File: src/rtl/accum_mc_skid_if.sv
// accum_mc_skid_if: AXI4-stream beat bundle with producer (master) and consumer (slave) views
interface accum_mc_skid_if #(
    parameter int DATA_WIDTH = 16,
    parameter int ID_WIDTH   = 2
);
    logic                  tvalid;
    logic                  tready;
    logic [DATA_WIDTH-1:0] tdata;
    logic                  tlast;
    logic [ID_WIDTH-1:0]   tid;
    logic                  tuser;
    modport master (output tvalid, tdata, tlast, tid, tuser, input tready);
    modport slave  (input tvalid, tdata, tlast, tid, tuser, output tready);
endinterface

File: src/rtl/accum_mc_skid.sv
// accum_mc_skid: multi-channel stream accumulator with registered in_tready and a 2-entry output skid buffer
module accum_mc_skid #(
    parameter int INPUT_WIDTH  = 16,
    parameter int OUTPUT_WIDTH = 32,
    parameter int NUM_CHANNELS = 4,
    parameter int SATURATE     = 0,
    parameter int EMIT_PARTIAL = 1
) (
    input logic             aclk,
    input logic             arst_n,
    accum_mc_skid_if.slave  in_i,
    accum_mc_skid_if.master out_o
);
    localparam int ID_WIDTH  = $clog2(NUM_CHANNELS);
    localparam int SUM_WIDTH = OUTPUT_WIDTH + 1;

    if (INPUT_WIDTH % 8 != 0 || OUTPUT_WIDTH % 8 != 0) begin : g_align_chk
        $fatal(1, "accum_mc_skid: data widths must be byte multiples");
    end
    if (OUTPUT_WIDTH < INPUT_WIDTH) begin : g_width_chk
        $fatal(1, "accum_mc_skid: OUTPUT_WIDTH must be >= INPUT_WIDTH");
    end
    if (NUM_CHANNELS < 2) begin : g_chan_chk
        $fatal(1, "accum_mc_skid: NUM_CHANNELS must be >= 2");
    end

    typedef struct packed {
        logic [OUTPUT_WIDTH-1:0] data;
        logic                    last;
        logic [ID_WIDTH-1:0]     id;
        logic                    user;
    } beat_t;

    logic [OUTPUT_WIDTH-1:0] acc_q [NUM_CHANNELS];
    logic [OUTPUT_WIDTH-1:0] acc_d [NUM_CHANNELS];
    logic [NUM_CHANNELS-1:0] first_q, first_d, ovf_q, ovf_d;
    beat_t                   m_q, m_d, s_q, s_d, beat;
    logic                    m_vld_q, m_vld_d, s_vld_q, s_vld_d, rdy_q;
    logic                    accept, tid_ok, produce, drain, carry;
    logic [SUM_WIDTH-1:0]    sum;
    logic                    unused_tuser;

    assign unused_tuser = in_i.tuser;
    assign in_i.tready  = rdy_q;
    assign out_o.tvalid = m_vld_q;
    assign out_o.tdata  = m_q.data;
    assign out_o.tlast  = m_q.last;
    assign out_o.tid    = m_q.id;
    assign out_o.tuser  = m_q.user;

    // Per-channel sum for the accepted beat; out-of-range ids are swallowed without touching any channel
    always_comb begin
        accept    = in_i.tvalid && rdy_q;
        tid_ok    = 32'(in_i.tid) < NUM_CHANNELS;
        sum       = first_q[in_i.tid] ? SUM_WIDTH'(in_i.tdata)
                                      : {1'b0, acc_q[in_i.tid]} + SUM_WIDTH'(in_i.tdata);
        carry     = sum[OUTPUT_WIDTH];
        beat.data = (carry && SATURATE != 0) ? '1 : sum[OUTPUT_WIDTH-1:0];
        beat.last = in_i.tlast;
        beat.id   = in_i.tid;
        beat.user = ovf_q[in_i.tid] | carry;
        produce   = accept && tid_ok && (EMIT_PARTIAL != 0 || in_i.tlast);
        acc_d     = acc_q;
        first_d   = first_q;
        ovf_d     = ovf_q;
        if (accept && tid_ok) begin
            acc_d[in_i.tid]   = beat.data;
            first_d[in_i.tid] = in_i.tlast;
            ovf_d[in_i.tid]   = beat.user && !in_i.tlast;
        end
    end

    // M feeds the port; S only fills when a beat arrives while M is stalled, and refills M first on drain
    always_comb begin
        drain   = m_vld_q && out_o.tready;
        m_vld_d = m_vld_q;
        m_d     = m_q;
        s_vld_d = s_vld_q;
        s_d     = s_q;
        if (drain) begin
            m_vld_d = s_vld_q || produce;
            m_d     = s_vld_q ? s_q : beat;
            s_vld_d = s_vld_q && produce;
            s_d     = beat;
        end else if (produce && m_vld_q) begin
            s_vld_d = 1'b1;
            s_d     = beat;
        end else if (produce) begin
            m_vld_d = 1'b1;
            m_d     = beat;
        end
    end

    // Control state and buffer; ready is registered from next-cycle skid occupancy so out_tready never reaches in_tready
    always_ff @(posedge aclk) begin
        if (!arst_n) begin
            m_vld_q <= 1'b0;
            s_vld_q <= 1'b0;
            rdy_q   <= 1'b0;
            first_q <= '1;
            ovf_q   <= '0;
            m_q     <= '0;
            s_q     <= '0;
        end else begin
            m_vld_q <= m_vld_d;
            s_vld_q <= s_vld_d;
            rdy_q   <= !s_vld_d;
            first_q <= first_d;
            ovf_q   <= ovf_d;
            m_q     <= m_d;
            s_q     <= s_d;
        end
    end

    // Running sums need no reset: first_q marks every channel stale after reset
    always_ff @(posedge aclk) begin
        acc_q <= acc_d;
    end
endmodule

File: src/flat_wrapper.sv
// flat-port wrapper written by rule: the top's interface ports become plain ports
module accum_mc_skid_flat 
#(
    parameter int INPUT_WIDTH  = 16,
    parameter int OUTPUT_WIDTH = 32,
    parameter int NUM_CHANNELS = 4,
    parameter int SATURATE     = 0,
    parameter int EMIT_PARTIAL = 1
)
  (aclk, arst_n, in_i_tvalid, in_i_tdata, in_i_tlast, in_i_tid, in_i_tuser, in_i_tready, out_o_tvalid, out_o_tdata, out_o_tlast, out_o_tid, out_o_tuser, out_o_tready);
  accum_mc_skid_if #(.DATA_WIDTH(16), .ID_WIDTH(2)) in_i_i ();
  accum_mc_skid_if #(.DATA_WIDTH(32), .ID_WIDTH(2)) out_o_i ();
  input logic aclk;
  input logic arst_n;
  input wire logic [$bits(in_i_i.tvalid)-1:0] in_i_tvalid;
  input wire logic [$bits(in_i_i.tdata)-1:0] in_i_tdata;
  input wire logic [$bits(in_i_i.tlast)-1:0] in_i_tlast;
  input wire logic [$bits(in_i_i.tid)-1:0] in_i_tid;
  input wire logic [$bits(in_i_i.tuser)-1:0] in_i_tuser;
  output wire logic [$bits(in_i_i.tready)-1:0] in_i_tready;
  output wire logic [$bits(out_o_i.tvalid)-1:0] out_o_tvalid;
  output wire logic [$bits(out_o_i.tdata)-1:0] out_o_tdata;
  output wire logic [$bits(out_o_i.tlast)-1:0] out_o_tlast;
  output wire logic [$bits(out_o_i.tid)-1:0] out_o_tid;
  output wire logic [$bits(out_o_i.tuser)-1:0] out_o_tuser;
  input wire logic [$bits(out_o_i.tready)-1:0] out_o_tready;
  assign in_i_i.tvalid = in_i_tvalid;
  assign in_i_i.tdata = in_i_tdata;
  assign in_i_i.tlast = in_i_tlast;
  assign in_i_i.tid = in_i_tid;
  assign in_i_i.tuser = in_i_tuser;
  assign in_i_tready = in_i_i.tready;
  assign out_o_tvalid = out_o_i.tvalid;
  assign out_o_tdata = out_o_i.tdata;
  assign out_o_tlast = out_o_i.tlast;
  assign out_o_tid = out_o_i.tid;
  assign out_o_tuser = out_o_i.tuser;
  assign out_o_i.tready = out_o_tready;
  accum_mc_skid #(.INPUT_WIDTH(INPUT_WIDTH), .OUTPUT_WIDTH(OUTPUT_WIDTH), .NUM_CHANNELS(NUM_CHANNELS), .SATURATE(SATURATE), .EMIT_PARTIAL(EMIT_PARTIAL)) u_core (.aclk(aclk), .arst_n(arst_n), .in_i(in_i_i), .out_o(out_o_i));
endmodule
File: config.mk
export PLATFORM = sky130hd
export DESIGN_NAME = accum_mc_skid_flat
export DESIGN_NICKNAME = d
export VERILOG_FILES = /design/src/rtl/accum_mc_skid_if.sv /design/src/rtl/accum_mc_skid.sv /design/src/flat_wrapper.sv
export SDC_FILE = /design/constraint.sdc
export NUM_CORES = 1
export LEC_CHECK = 0
export BUFFER_PORTS_ARGS = -buffer_cell sky130_fd_sc_hd__buf_2
export CORE_MARGIN = 2
export CORE_UTILIZATION = 35
export CTS_CLUSTER_DIAMETER = 100
export DETAILED_ROUTE_END_ITERATION = 10
export PLACE_DENSITY = 0.56
export SLEW_MARGIN = 20
export SYNTH_ARGS = -nofsm -noshare
export SYNTH_HDL_FRONTEND = slang
export SYNTH_SLANG_ARGS = --single-unit
File: constraint.sdc
create_clock -name aclk -period 6.8 [get_ports aclk]
set_clock_uncertainty 0.15 [all_clocks]
set_input_delay 1.36 -clock aclk [delete_from_list [all_inputs] [get_ports aclk]]
set_output_delay 1.36 -clock aclk [all_outputs]
set_load 0.01 [all_outputs]
# After elaboration in Yosys (flattened, before gate mapping)
# Cells that the tools add are included.
dict set report totals {
  ff_bits 211
  input_bits 24
  output_inout_bits 38
  elab_cells 64
}
dict set report classes {
  addsub 1
  order_cmp 4
  n_eq_ne 1
  muxes 26
  n_bitwise 2
  reduce_logical 13
}
# operator n
set ops {}
lappend ops {{$mux 36} 6}
lappend ops {{$bwmux 128} 1}
lappend ops {{$mux 32} 3}
lappend ops {{$bmux 32 s2} 1}
lappend ops {{$demux 32 s2} 1}
lappend ops {{$add 32x16->33} 1}
lappend ops {{$mux 33} 1}
lappend ops {{$bwmux 4} 2}
lappend ops {{$mux 1} 8}
lappend ops {{$logic_and 1x1->1} 7}
lappend ops {{$bmux 1 s2} 2}
lappend ops {{$reduce_bool 2->1} 2}
lappend ops {{$ge 3x3->1 const B} 1}
lappend ops {{$lt 2x3->1 const B} 1}
lappend ops {{$lt 3x1->1 const B} 1}
lappend ops {{$not 2->3} 1}
lappend ops {{$demux 1 s2} 1}
lappend ops {{$ge 2x1->1 const B} 1}
lappend ops {{$logic_not 1->1} 2}
lappend ops {{$ne 2x1->1 const B} 1}
lappend ops {{$reduce_and 2->1} 1}
lappend ops {{$logic_or 1x1->1} 1}
lappend ops {{$or 1x1->1} 1}

# Depth between registers and ports, before layout
# Gate-level depths: netlist of run 1.
dict set report logic_depth {
  depth_word 10
  mapped_depth 14
  depth_no_buf 10
}

# Worst setup path before layout of run 1
# No wires, ideal clock.
dict set report synth_timing {
  path_type {input to register}
  startpoint {input in_i_tid[0]}
  endpoint {register u_core.acc_q[127] in the netlist's numbering, data pin}
  setup_ps 268
  arrival_ps 4544
  required_ps 6382
  setup_slack_ps 1838
  cell_stages 14
  n_path_buf 5
  cell_sequence {buf_6 -> buf_12 -> buf_4 -> buf_1 -> mux4_2 -> ha_1 -> buf_2 -> nand3_1 -> or3_1 -> or3_1 -> nand2_1 -> and4bb_2 -> xnor2_1 -> nor2_1}
}
# element line
set synth_rtl {}
lappend synth_rtl {{start, declared} flat_wrapper.sv:18} ;# input wire logic [$bits(in_i_i.tid)-1:0] in_i_tid;
lappend synth_rtl {{end signal, assigned} accum_mc_skid.sv:117} ;# acc_q <= acc_d;
lappend synth_rtl {{end, declared} accum_mc_skid.sv:34} ;# logic [OUTPUT_WIDTH-1:0] acc_q [NUM_CHANNELS];

# Worst setup path in the final report of run 1
dict set report layout_timing {
  startpoint {input in_i_tid[0]}
  endpoint {register u_core.ovf_q[0]}
}
dict set report layout_between {
  elab_chain_cells 9
  word_cells_on_any_way 18
  cone_classes {add/sub: 1; order compare: 2; mux: 11; bitwise: 2; reduce/logical: 2}
}
# element line
set layout_lines {}
lappend layout_lines {{$not 2->3 (implied by the code)} accum_mc_skid.sv:56} ;# : {1'b0, acc_q[in_i.tid]} + SUM_WIDTH'(in_i.tdata);
lappend layout_lines {{$bmux 32 s2} accum_mc_skid.sv:56}
lappend layout_lines {{$mux 32 (implied by the code) (2 in a row)} accum_mc_skid.sv:56}
lappend layout_lines {{$add 32x16->33} accum_mc_skid.sv:56}
lappend layout_lines {{$mux 33} accum_mc_skid.sv:55} ;# sum = first_q[in_i.tid] ? SUM_WIDTH'(in_i.tdata)
lappend layout_lines {{$or 1x1->1} accum_mc_skid.sv:61} ;# beat.user = ovf_q[in_i.tid] | carry;
lappend layout_lines {{$logic_and 1x1->1} accum_mc_skid.sv:69} ;# ovf_d[in_i.tid] = beat.user && !in_i.tlast;
lappend layout_lines {{$bwmux 4 (*)} accum_mc_skid.sv:69}
lappend layout_lines {{end signal, assigned} accum_mc_skid.sv:109} ;# ovf_q <= ovf_d;
lappend layout_lines {{end, declared} accum_mc_skid.sv:36} ;# logic [NUM_CHANNELS-1:0] first_q, first_d, ovf_q, ovf_d;
# Every way passes the cells marked *; elsewhere a longest branch is shown, timed or not. The select of a mux whose other input is x is not followed.
# A chain may end at the register's enable or synchronous reset.

==> results of run 1 <==
==> layer usage <==
| layer | track usage | up-vias |
|---|---|---|
| li1 | - | 3046 |
| met1 | 0.228 | 3200 |
| met2 | 0.281 | 132 |
| met3 | 0.0244 | 30 |
| met4 | 0.0371 | 2 |
| met5 | 0 | - |
==> worst reg2reg max path, stage by stage, from the launching register on <==
cell,delay [ps]
edfxtp_1,360
mux4_2,480
ha_1,380
a21oi_1,100
o211ai_1,420
nand4_1,500
a211oi_2,460
a41o_1,290
nand3b_1,180
mux2i_1,190
==> kinds of logic (layout without fill, tap and decap cells) <==
logic type,Yosys count,count (layout),share of synthesized area
xor+xnor,27,27,0.0250
fa+ha+maj,17,17,0.0233
mux,50,50,0.0985
buf+inv,60,134,0.0288
compound gates,210,210,0.145
simple gates,198,198,0.0973
flops,211,211,0.582
==> stage by stage <==
step                      cell area (um^2)  setup WS [ps]
after CTS                            10900           1860
final                                10900           1850
after detailed placement             10100           1350
after global placement               10100           1370
after floorplan                       9460           1840
after global routing                 10900           1640
==> cell usage after synthesis, drive strengths merged (7+ instances only) <==
master,n,area (um^2)
mux4,33,754
o211a,12,120
nand3,27,140
buf,17,110
ha,16,200
o211ai,9,67.6
mux2i,14,144
edfxtp,128,3840
nand2,79,297
inv,15,56.3
nor2,52,195
clkbuf,28,106
a21o,7,52.6
a21oi,52,260
a21boi,10,75.1
dfxtp,83,1660
a211oi,10,85.1
xnor2,21,184
and2,8,50.1
o21ai,69,345
==> final timing paths <==
path                                                    startpoint                                  to  cells past startpoint
worst min register to register  u_core.out_o.tdata[5]$_SDFFE_PN0P_  u_core.out_o.tdata[5]$_SDFFE_PN0P_                      2
worst max register to register           u_core.acc_q[2]$_DFFE_PP_        u_core.ovf_q[0]$_SDFFE_PN0P_                      9
worst max-delay path                                   in_i_tid[0]        u_core.ovf_q[0]$_SDFFE_PN0P_                     10
worst min-delay path            u_core.out_o.tdata[5]$_SDFFE_PN0P_  u_core.out_o.tdata[5]$_SDFFE_PN0P_                      2
==> state kept, by name, summed over array words and instances, names as in the netlist <==
signal               flops
u_core.out_o.tid         2
u_core.out_o.tvalid      1
u_core.out_o.tlast       1
u_core.out_o.tuser       1
u_core.out_o.tdata      32
u_core.in_i.tready       1
u_core.s_q              36
u_core.acc_q           128
u_core.s_vld_q           1
u_core.ovf_q             4
u_core.first_q           4
==> layout make-up <==
type                       count  area, um^2
fill                        2554       15800
sequential                   211        5510
multi-input combinational    502        3710
clock buffer                  31         626
timing repair buffer          77         428
tap                          341         427
clock inverter                11         131
inverter                      15        56.3
==> where the power goes <==
group / switching, mW / internal [mW]
Clock: 0.498 / 0.758
Combinational: 0.202 / 0.122
Sequential: 0.0153 / 1.40
==> impl_metrics.env, run 1 <==
export IMPL_drtIter0Drc=441
export IMPL_vias=6410
export IMPL_arrival_ps=5230
export IMPL_mostFrequentLayoutCells="edfxtp_1, dfxtp_1, nand2_1, o21ai_0, buf_2"
export IMPL_cts_hold_buf=0
export IMPL_wl_met1_um=10700
export IMPL_cts_tree="done"
export IMPL_ys_ff_latch=211
export IMPL_critPathSlowestCell="buf_2"
export IMPL_clock_path_buffers=3
export IMPL_dp_cells=1146
export IMPL_crit_family="compound AO/OA/AOI/OAI gates"
export IMPL_synthCells=773
export IMPL_ctsResizeCount=0
export IMPL_crit_type="in -> reg"
export IMPL_antenna_found_initial=1
export IMPL_start_util=0.354
export IMPL_finalCritPeriodShare=0.727
export IMPL_holdWs_ps=301
export IMPL_cts_root_buf="clkbuf_16"
export IMPL_detail_route_vias_per_cell=5.40
export IMPL_wl_met2_um=11100
export IMPL_cts_made_buffers=23
export IMPL_yosysUniqueCellTypes=66
export IMPL_min_delay_path_class="reg -> reg"
export IMPL_p_leak_nw=4.05
export IMPL_yosysWarningCount=0
export IMPL_drc=0
export IMPL_ctsHtreeMaxLevel=1
export IMPL_worstSetupStartpointType="input pin"
export IMPL_tns_ps=0
export IMPL_final_instance_count_excl_fill=1188
export IMPL_hpwl_um=15000
export IMPL_antenna_cells=0
export IMPL_vdd_drop_max_uv=163
export IMPL_die_area_um2=28400
export IMPL_finalCriticalPeriod_ps=4950
export IMPL_maxSlewViolCount=0
export IMPL_cts_sinks=211
export IMPL_die_y_um=168
export IMPL_synth_area_um2=9460
export IMPL_mostFrequentLayoutCell="edfxtp_1"
export IMPL_critPathMaxStageDelay_ps=700
export IMPL_post_drt_wl_per_cell_um=19.6
export IMPL_synth_edf_count=128
export IMPL_relSlewSlack=0.371
export IMPL_run_status="complete, no violations"
export IMPL_ant_nets=0
export IMPL_dr_wl_met3_um=949
export IMPL_insertion_delay_ps=510
export IMPL_rsz0062_at_grt="no"
export IMPL_rrSetupSlack_ps=3210
export IMPL_cp_cell_sequence="buf_2 -> mux4_2 -> ha_1 -> a21oi_1 -> o211ai_1 -> nand4_1 -> a211oi_2 -> a41o_1 -> nand3b_1 -> mux2i_1"
export IMPL_layout_drive_gt1_share=0.190
export IMPL_power_mw=2.99
export IMPL_io_buffers=60
export IMPL_crit_buf_inv=1
export IMPL_yosysSeqAreaShare=0.582
export IMPL_syn_nets=814
export IMPL_powerDensity_nw_per_um2=275
export IMPL_utilization=0.407
export IMPL_ys_async_sr_fraction=0
export IMPL_postCtsSetupBuffers=0
export IMPL_gp_congestion=0.827
export IMPL_max_clock_freq_mhz=202
export IMPL_synth_area_per_cell_um2=12.2
export IMPL_endpoint_kind="flip-flop"
export IMPL_wirelength_um=23200
export IMPL_path_clk_slew_ps=60
export IMPL_track_usage=0.167
export IMPL_coreArea_um2=26700
export IMPL_grt_max_degree=45
export IMPL_maxCapViolCount=0
export IMPL_dr_pass1_iters=5
export IMPL_first_global_vias=6368
export IMPL_worstPathMaxFanout=26
export IMPL_top_layer="met5"
export IMPL_nets=871
export IMPL_tightest_slew_ps=944
export IMPL_rows=60
export IMPL_grt_overflow=0
export IMPL_yosys_most_used_dff="edfxtp_1"
export IMPL_syn_to_final_growth_pct=15.0
export IMPL_hold_viol=0
export IMPL_io_pins=62
export IMPL_critPathRequiredTime_ps=7090
export IMPL_grt_pass1_wl_um=36900
export IMPL_setup_viol=0
export IMPL_fp_dieW_um=168
Power figures use the tool's default switching activity.
==> run 2: changes to the inputs <==
--- a/config.mk
+++ b/config.mk
@@ -5,12 +5,13 @@
 export SDC_FILE = /design/constraint.sdc
 export NUM_CORES = 1
 export LEC_CHECK = 0
+export ABC_AREA = 1
 export BUFFER_PORTS_ARGS = -buffer_cell sky130_fd_sc_hd__buf_2
 export CORE_MARGIN = 2
 export CORE_UTILIZATION = 35
 export CTS_CLUSTER_DIAMETER = 100
 export DETAILED_ROUTE_END_ITERATION = 10
-export PLACE_DENSITY = 0.56
+export PLACE_DENSITY = 0.58
 export SLEW_MARGIN = 20
 export SYNTH_ARGS = -nofsm -noshare
 export SYNTH_HDL_FRONTEND = slang
==> constraint.sdc (replaced) <==
create_clock -name aclk -period 4.54 [get_ports aclk]
set_clock_uncertainty 0.15 [all_clocks]
set_input_delay 0.908 -clock aclk [delete_from_list [all_inputs] [get_ports aclk]]
set_output_delay 0.908 -clock aclk [all_outputs]
set_load 0.01 [all_outputs]
==> run 2 against run 1 <==
  * Sequential share of layout area down 2.9 points
  * Design area increased by 6.1%
  * Sequential power is 53% higher
  * Count of clock-buffer cells in the layout rose by 2
  * Clock power rose by 38%
  * Setup slack worse by 900 ps
  * Critical path type unchanged
  * Critical endpoint is now u_core.acc_q[122]$_DFFE_PP_
==> impl_metrics.env, run 2 <==
export IMPL_run_status="complete, no violations"
export IMPL_largest_register="u_core.acc_q"
export IMPL_ys_ff_latch=211
export IMPL_mostFrequentLayoutCells="nand2_1, edfxtp_1, inv_1, dfxtp_1, o21ai_0"
export IMPL_ys_async_sr_fraction=0
export IMPL_clock_path_buffers=3
export IMPL_yosysWarningCount=0
export IMPL_endpoint_kind="flip-flop"
export IMPL_synth_largest_area_cell="edfxtp_1"
export IMPL_p_leak_nw=5.13
export IMPL_powerDensity_nw_per_um2=395
export IMPL_ctsHtreeMaxLevel=1
export IMPL_min_delay_path_class="reg -> reg"
export IMPL_finalCritPeriodShare=0.789
export IMPL_finalCriticalPeriod_ps=3580
export IMPL_mostFrequentLayoutCell="nand2_1"
export IMPL_cts_tree="done"
export IMPL_synth_top_area_frac=0.385
export IMPL_regArea_um2=5510
export IMPL_power_mw=4.56
export IMPL_rows=61
export IMPL_multiInputGateArea_um2=3830
export IMPL_tns_ps=0
export IMPL_hpwl_um=17700
export IMPL_syn_nets=1175
export IMPL_cts_root_buf="clkbuf_16"
export IMPL_arrival_ps=3670
export IMPL_dr_pass1_iters=5
export IMPL_antenna_cells=0
export IMPL_dp_cells=1560
export IMPL_max_clock_freq_mhz=279
export IMPL_final_instance_count_excl_fill=1600
export IMPL_synth_edf_count=128
export IMPL_vias=7865
export IMPL_drtIter0Drc=608
export IMPL_worstPathMaxFanout=24
export IMPL_cts_hold_buf=0
export IMPL_largest_reg_flops=128
export IMPL_relSlewSlack=0.404
export IMPL_grt_pass1_wl_um=41100
export IMPL_track_usage=0.171
export IMPL_insertion_delay_ps=510
export IMPL_yosysSeqAreaShare=0.552
export IMPL_maxCapViolCount=0
export IMPL_hold_viol=0
export IMPL_worstSetupStartpointType="input pin"
export IMPL_cts_sinks=211
export IMPL_vdd_drop_max_uv=284
export IMPL_io_buffers=60
export IMPL_antenna_found_initial=0
export IMPL_gp_congestion=0.897
export IMPL_start_util=0.357
export IMPL_grt_max_degree=57
export IMPL_fp_dieW_um=173
export IMPL_wirelength_um=25800
export IMPL_nets=1247
export IMPL_ctsResizeCount=0
export IMPL_coreArea_um2=27900
export IMPL_detail_route_vias_per_cell=4.92
export IMPL_yosysUniqueCellTypes=44
export IMPL_postCtsSetupBuffers=0
export IMPL_tightest_slew_ps=893
export IMPL_die_y_um=173
export IMPL_first_global_vias=7658
export IMPL_io_pins=62
export IMPL_yosysMostFrequentCell="nand2_1"
export IMPL_grt_overflow=0
export IMPL_fillers=2801
export IMPL_crit_type="in -> reg"
export IMPL_synthTopCellsByCount="nand2_1, edfxtp_1, inv_1"
export IMPL_maxSlewViolCount=0
export IMPL_placed_cell_area_um2=10900
export IMPL_rsz0062_at_grt="no"
export IMPL_die_area_um2=29900
export IMPL_final_area_um2=11600
export IMPL_cts_made_buffers=22
export IMPL_yosys_most_used_dff="edfxtp_1"
export IMPL_synthCells=1134
export IMPL_syn_to_final_growth_pct=15.8
export IMPL_setup_viol=0
export IMPL_path_clk_slew_ps=60
export IMPL_synth_area_per_cell_um2=8.80
export IMPL_critPathRequiredTime_ps=4620
export IMPL_synth_area_leaders="edfxtp_1, dfxtp_1, nand2_1"
export IMPL_ant_nets=0
export IMPL_synth_area_um2=9980
export IMPL_layout_drive_gt1_share=0.133
export IMPL_holdWs_ps=311
export IMPL_drc=0
export IMPL_post_drt_wl_per_cell_um=16.1
[run 2: path summary, 6_finish.rpt]
| kind | from | to | slack [ps] | depth (start not counted) |
|---|---|---|---|---|
| max | in_i_tid[1] | u_core.acc_q[122]$_DFFE_PP_ | 960 | 19 |
| min | u_core.out_o.tdata[13]$_SDFFE_PN0P_ | u_core.out_o.tdata[13]$_SDFFE_PN0P_ | 310 | 2 |
| max reg2reg | u_core.acc_q[96]$_DFFE_PP_ | u_core.acc_q[122]$_DFFE_PP_ | 1510 | 16 |
| min reg2reg | u_core.out_o.tdata[13]$_SDFFE_PN0P_ | u_core.out_o.tdata[13]$_SDFFE_PN0P_ | 310 | 2 |
[run 2: power by group]
group          switching, mW  internal, mW
Combinational          0.442         0.218
Sequential            0.0284          2.13
Clock                  0.729          1.01
Total                   1.20          3.37
[run 2: area by class of cell]
| class | instances | share of cell area |
|---|---|---|
| clock buffer | 33 | 0.0540 |
| inverter | 107 | 0.0354 |
| multi-input combinational | 765 | 0.332 |
| timing repair buffer | 99 | 0.0556 |
| clock inverter | 7 | 0.00606 |
| sequential | 211 | 0.476 |
| tap | 378 | 0.0409 |
[run 2: routing by layer]
layer  vias up  track usage  part of all wire
li1       3968            -                 -
met1      3710        0.247              0.49
met2       164        0.274              0.45
met3        23       0.0229             0.041
met4         0       0.0371             0.012
met5         -            0                 0
[run 2: logic make-up after synthesis]
family / count (synthesis) / synth area share
AO/OA/AOI/OAI: 228 / 0.134
buffers and inverters: 158 / 0.0675
AND/OR/NAND/NOR: 506 / 0.212
adder cells (fa/ha/maj): 17 / 0.0221
XOR/XNOR: 14 / 0.0123
flip-flops: 211 / 0.552
[run 2: critical path: stages]
cell,delay [ps]
buf_2,250
nor2_2,100
buf_12,180
a22oi_1,170
nand2_1,80
ha_1,210
fa_1,410
nand2_1,90
nand3_1,110
nand3_1,90
nand2_1,100
nand2_1,90
nand2_1,110
nand3_1,120
nand2_1,120
nand2_1,90
nand2_1,50
nand3_1,230
inv_1,140
[run 2: metrics by stage]
stage                util  setup WS [ps]
floorplan               -            793
global placement    0.389            581
detailed placement  0.389            496
CTS                 0.414           1000
global route        0.414            706
finish              0.414            956
==> run 3: changes to the inputs <==
--- a/config.mk
+++ b/config.mk
@@ -5,7 +5,7 @@
 export SDC_FILE = /design/constraint.sdc
 export NUM_CORES = 1
 export LEC_CHECK = 0
-export ABC_AREA = 1
+export ABC_AREA = 0
 export BUFFER_PORTS_ARGS = -buffer_cell sky130_fd_sc_hd__buf_2
 export CORE_MARGIN = 2
 export CORE_UTILIZATION = 35
==> constraint.sdc (replaced) <==
create_clock -name aclk -period 3.1 [get_ports aclk]
set_clock_uncertainty 0.15 [all_clocks]
set_input_delay 0.62 -clock aclk [delete_from_list [all_inputs] [get_ports aclk]]
set_output_delay 0.62 -clock aclk [all_outputs]
set_load 0.01 [all_outputs]
==> run 3 against run 2 <==
  * Total power up 47%
  * Sequential power up 44%
  * Die area down 5.0%
  * Count of clock-buffer cells in the layout up 3
  * Setup slack worse by 930 ps
  * Design area up 7.3%
  * Sequential cell count unchanged
==> impl_metrics.env, run 3 (same netlist as run 1, synthesis figures left out) <==
export IMPL_cts_tree="done"
export IMPL_dr_pass1_iters=4
export IMPL_holdWs_ps=194
export IMPL_insertion_delay_ps=520
export IMPL_io_pins=62
export IMPL_hpwl_um=16900
export IMPL_mostFrequentLayoutCell="edfxtp_1"
export IMPL_post_drt_wl_per_cell_um=19.2
export IMPL_fp_dieW_um=168
export IMPL_path_clk_slew_ps=60
export IMPL_relSlewSlack=0.489
export IMPL_gp_congestion=0.825
export IMPL_tightest_slew_ps=766
export IMPL_syn_to_final_growth_pct=31.1
export IMPL_die_y_um=168
export IMPL_cts_hold_buf=0
export IMPL_crit_type="in -> reg"
export IMPL_detail_route_vias_per_cell=5.26
export IMPL_coreArea_um2=26700
export IMPL_worstPathMaxFanout=7
export IMPL_io_buffers=60
export IMPL_ant_nets=0
export IMPL_largest_register="u_core.acc_q"
export IMPL_grtUsageMet3=0.0244
export IMPL_rows=60
export IMPL_clock_path_buffers=3
export IMPL_worstSetupStartpointType="input pin"
export IMPL_endpoint_kind="flip-flop"
export IMPL_r2r_cells=9
export IMPL_vias=6797
export IMPL_max_clock_freq_mhz=326
export IMPL_nets=975
export IMPL_min_delay_path_class="in -> reg"
export IMPL_rsz0062_at_grt="yes"
export IMPL_top_usage_layer="met2"
export IMPL_first_global_vias=6870
export IMPL_grt_overflow=0
export IMPL_drc=0
export IMPL_maxCapViolCount=0
export IMPL_mostFrequentLayoutCells="edfxtp_1, buf_4, dfxtp_1, nand2_1, buf_2"
export IMPL_grt_max_degree=53
export IMPL_critPathRequiredTime_ps=3210
export IMPL_ctsHtreeMaxLevel=1
export IMPL_antenna_cells=0
export IMPL_track_usage=0.176
export IMPL_use_met1=0.241
export IMPL_start_util=0.354
export IMPL_hold_depth=2
export IMPL_dp_cells=1245
export IMPL_powerDensity_nw_per_um2=542
export IMPL_cts_made_buffers=23
export IMPL_wirelength_um=24800
export IMPL_drtIter0Drc=449
export IMPL_layout_drive_gt1_share=0.379
export IMPL_hold_viol=0
export IMPL_maxSlewViolCount=0
export IMPL_die_area_um2=28400
export IMPL_grtUsageMet2=0.295
export IMPL_final_instance_count_excl_fill=1292
export IMPL_antenna_found_initial=0
export IMPL_finalCriticalPeriod_ps=3070
export IMPL_cts_sinks=211
export IMPL_finalCritPeriodShare=0.991
export IMPL_grt_pass1_wl_um=38900
export IMPL_arrival_ps=3180
export IMPL_p_leak_nw=4.70
export IMPL_setup_viol=0
export IMPL_vdd_drop_max_uv=332
export IMPL_largest_reg_flops=128
export IMPL_cts_root_buf="clkbuf_16"
export IMPL_run_status="complete, no violations"
-- run 3: through the flow --
step	setup WS (ps)	setup TNS, ps	power, mW	cell area [um^2]	utilization
2_1_floorplan	-645	-70020	3.73	9860	-
3_3_place_gp	-674	-85650	4.10	11300	0.422
3_5_place_dp	-721	-87350	4.11	11300	0.422
4_1_cts	-4.00	-20.0	6.74	12100	0.454
5_1_grt	-50.8	-650	7.01	12400	0.464
6_report	29.1	0	6.72	12400	0.464
-- run 3: timing repair --
item / 4_1_cts / 5_1_grt
endpoints found under the setup margin: 99 / 117
gates resized for setup: 16 / 61
pin swaps: 7 / 24
setup buffers: 3 / 2
hold endpoints to repair: 0 / 0
-- run 3: final timing paths --
| kind | startpoint | end | slack, ps |
|---|---|---|---|
| setup / recovery | in_i_tid[0] | u_core.acc_q[127]$_DFFE_PP_ | 30 |
| hold / removal | arst_n | u_core.first_q[2]$_SDFFE_PN1P_ | 190 |
| setup reg to reg | u_core.acc_q[10]$_DFFE_PP_ | u_core.acc_q[127]$_DFFE_PP_ | 50 |
| hold reg to reg | u_core.s_q[26]$_SDFFE_PN0P_ | u_core.s_q[26]$_SDFFE_PN0P_ | 300 |
-- run 3: per-layer routing --
metal / vias to the layer above / part of all wire
li1: 3249 / -
met1: 3381 / 0.46
met2: 132 / 0.48
met3: 35 / 0.035
met4: 0 / 0.025
met5: - / 0
-- run 3: power by group --
part / internal (mW) / total [mW] / leakage (nW) / switching [mW]
clock: 1.51 / 2.59 / 0.351 / 1.07
combinational: 0.481 / 1.03 / 2.49 / 0.552
sequential: 3.06 / 3.10 / 1.86 / 0.0366
-- run 3: critical path, cell delays in order --
cell       delay (ps)
buf_6             100
buf_12            130
buf_12            110
mux4_2            510
ha_4              310
o2111ai_1         180
buf_4             190
or3_4             430
nand2_4           100
and4bb_2          250
xnor2_2           150
nor2_2             90
-- run 3: layout make-up --
cell class | instances | area (um^2)
fill | 2455 | 14300
clock buffer | 36 | 686
clock inverter | 6 | 30.0
timing repair buffer | 181 | 1310
multi-input combinational | 502 | 4390
sequential | 211 | 5510
tap | 341 | 427
inverter | 15 | 56.3
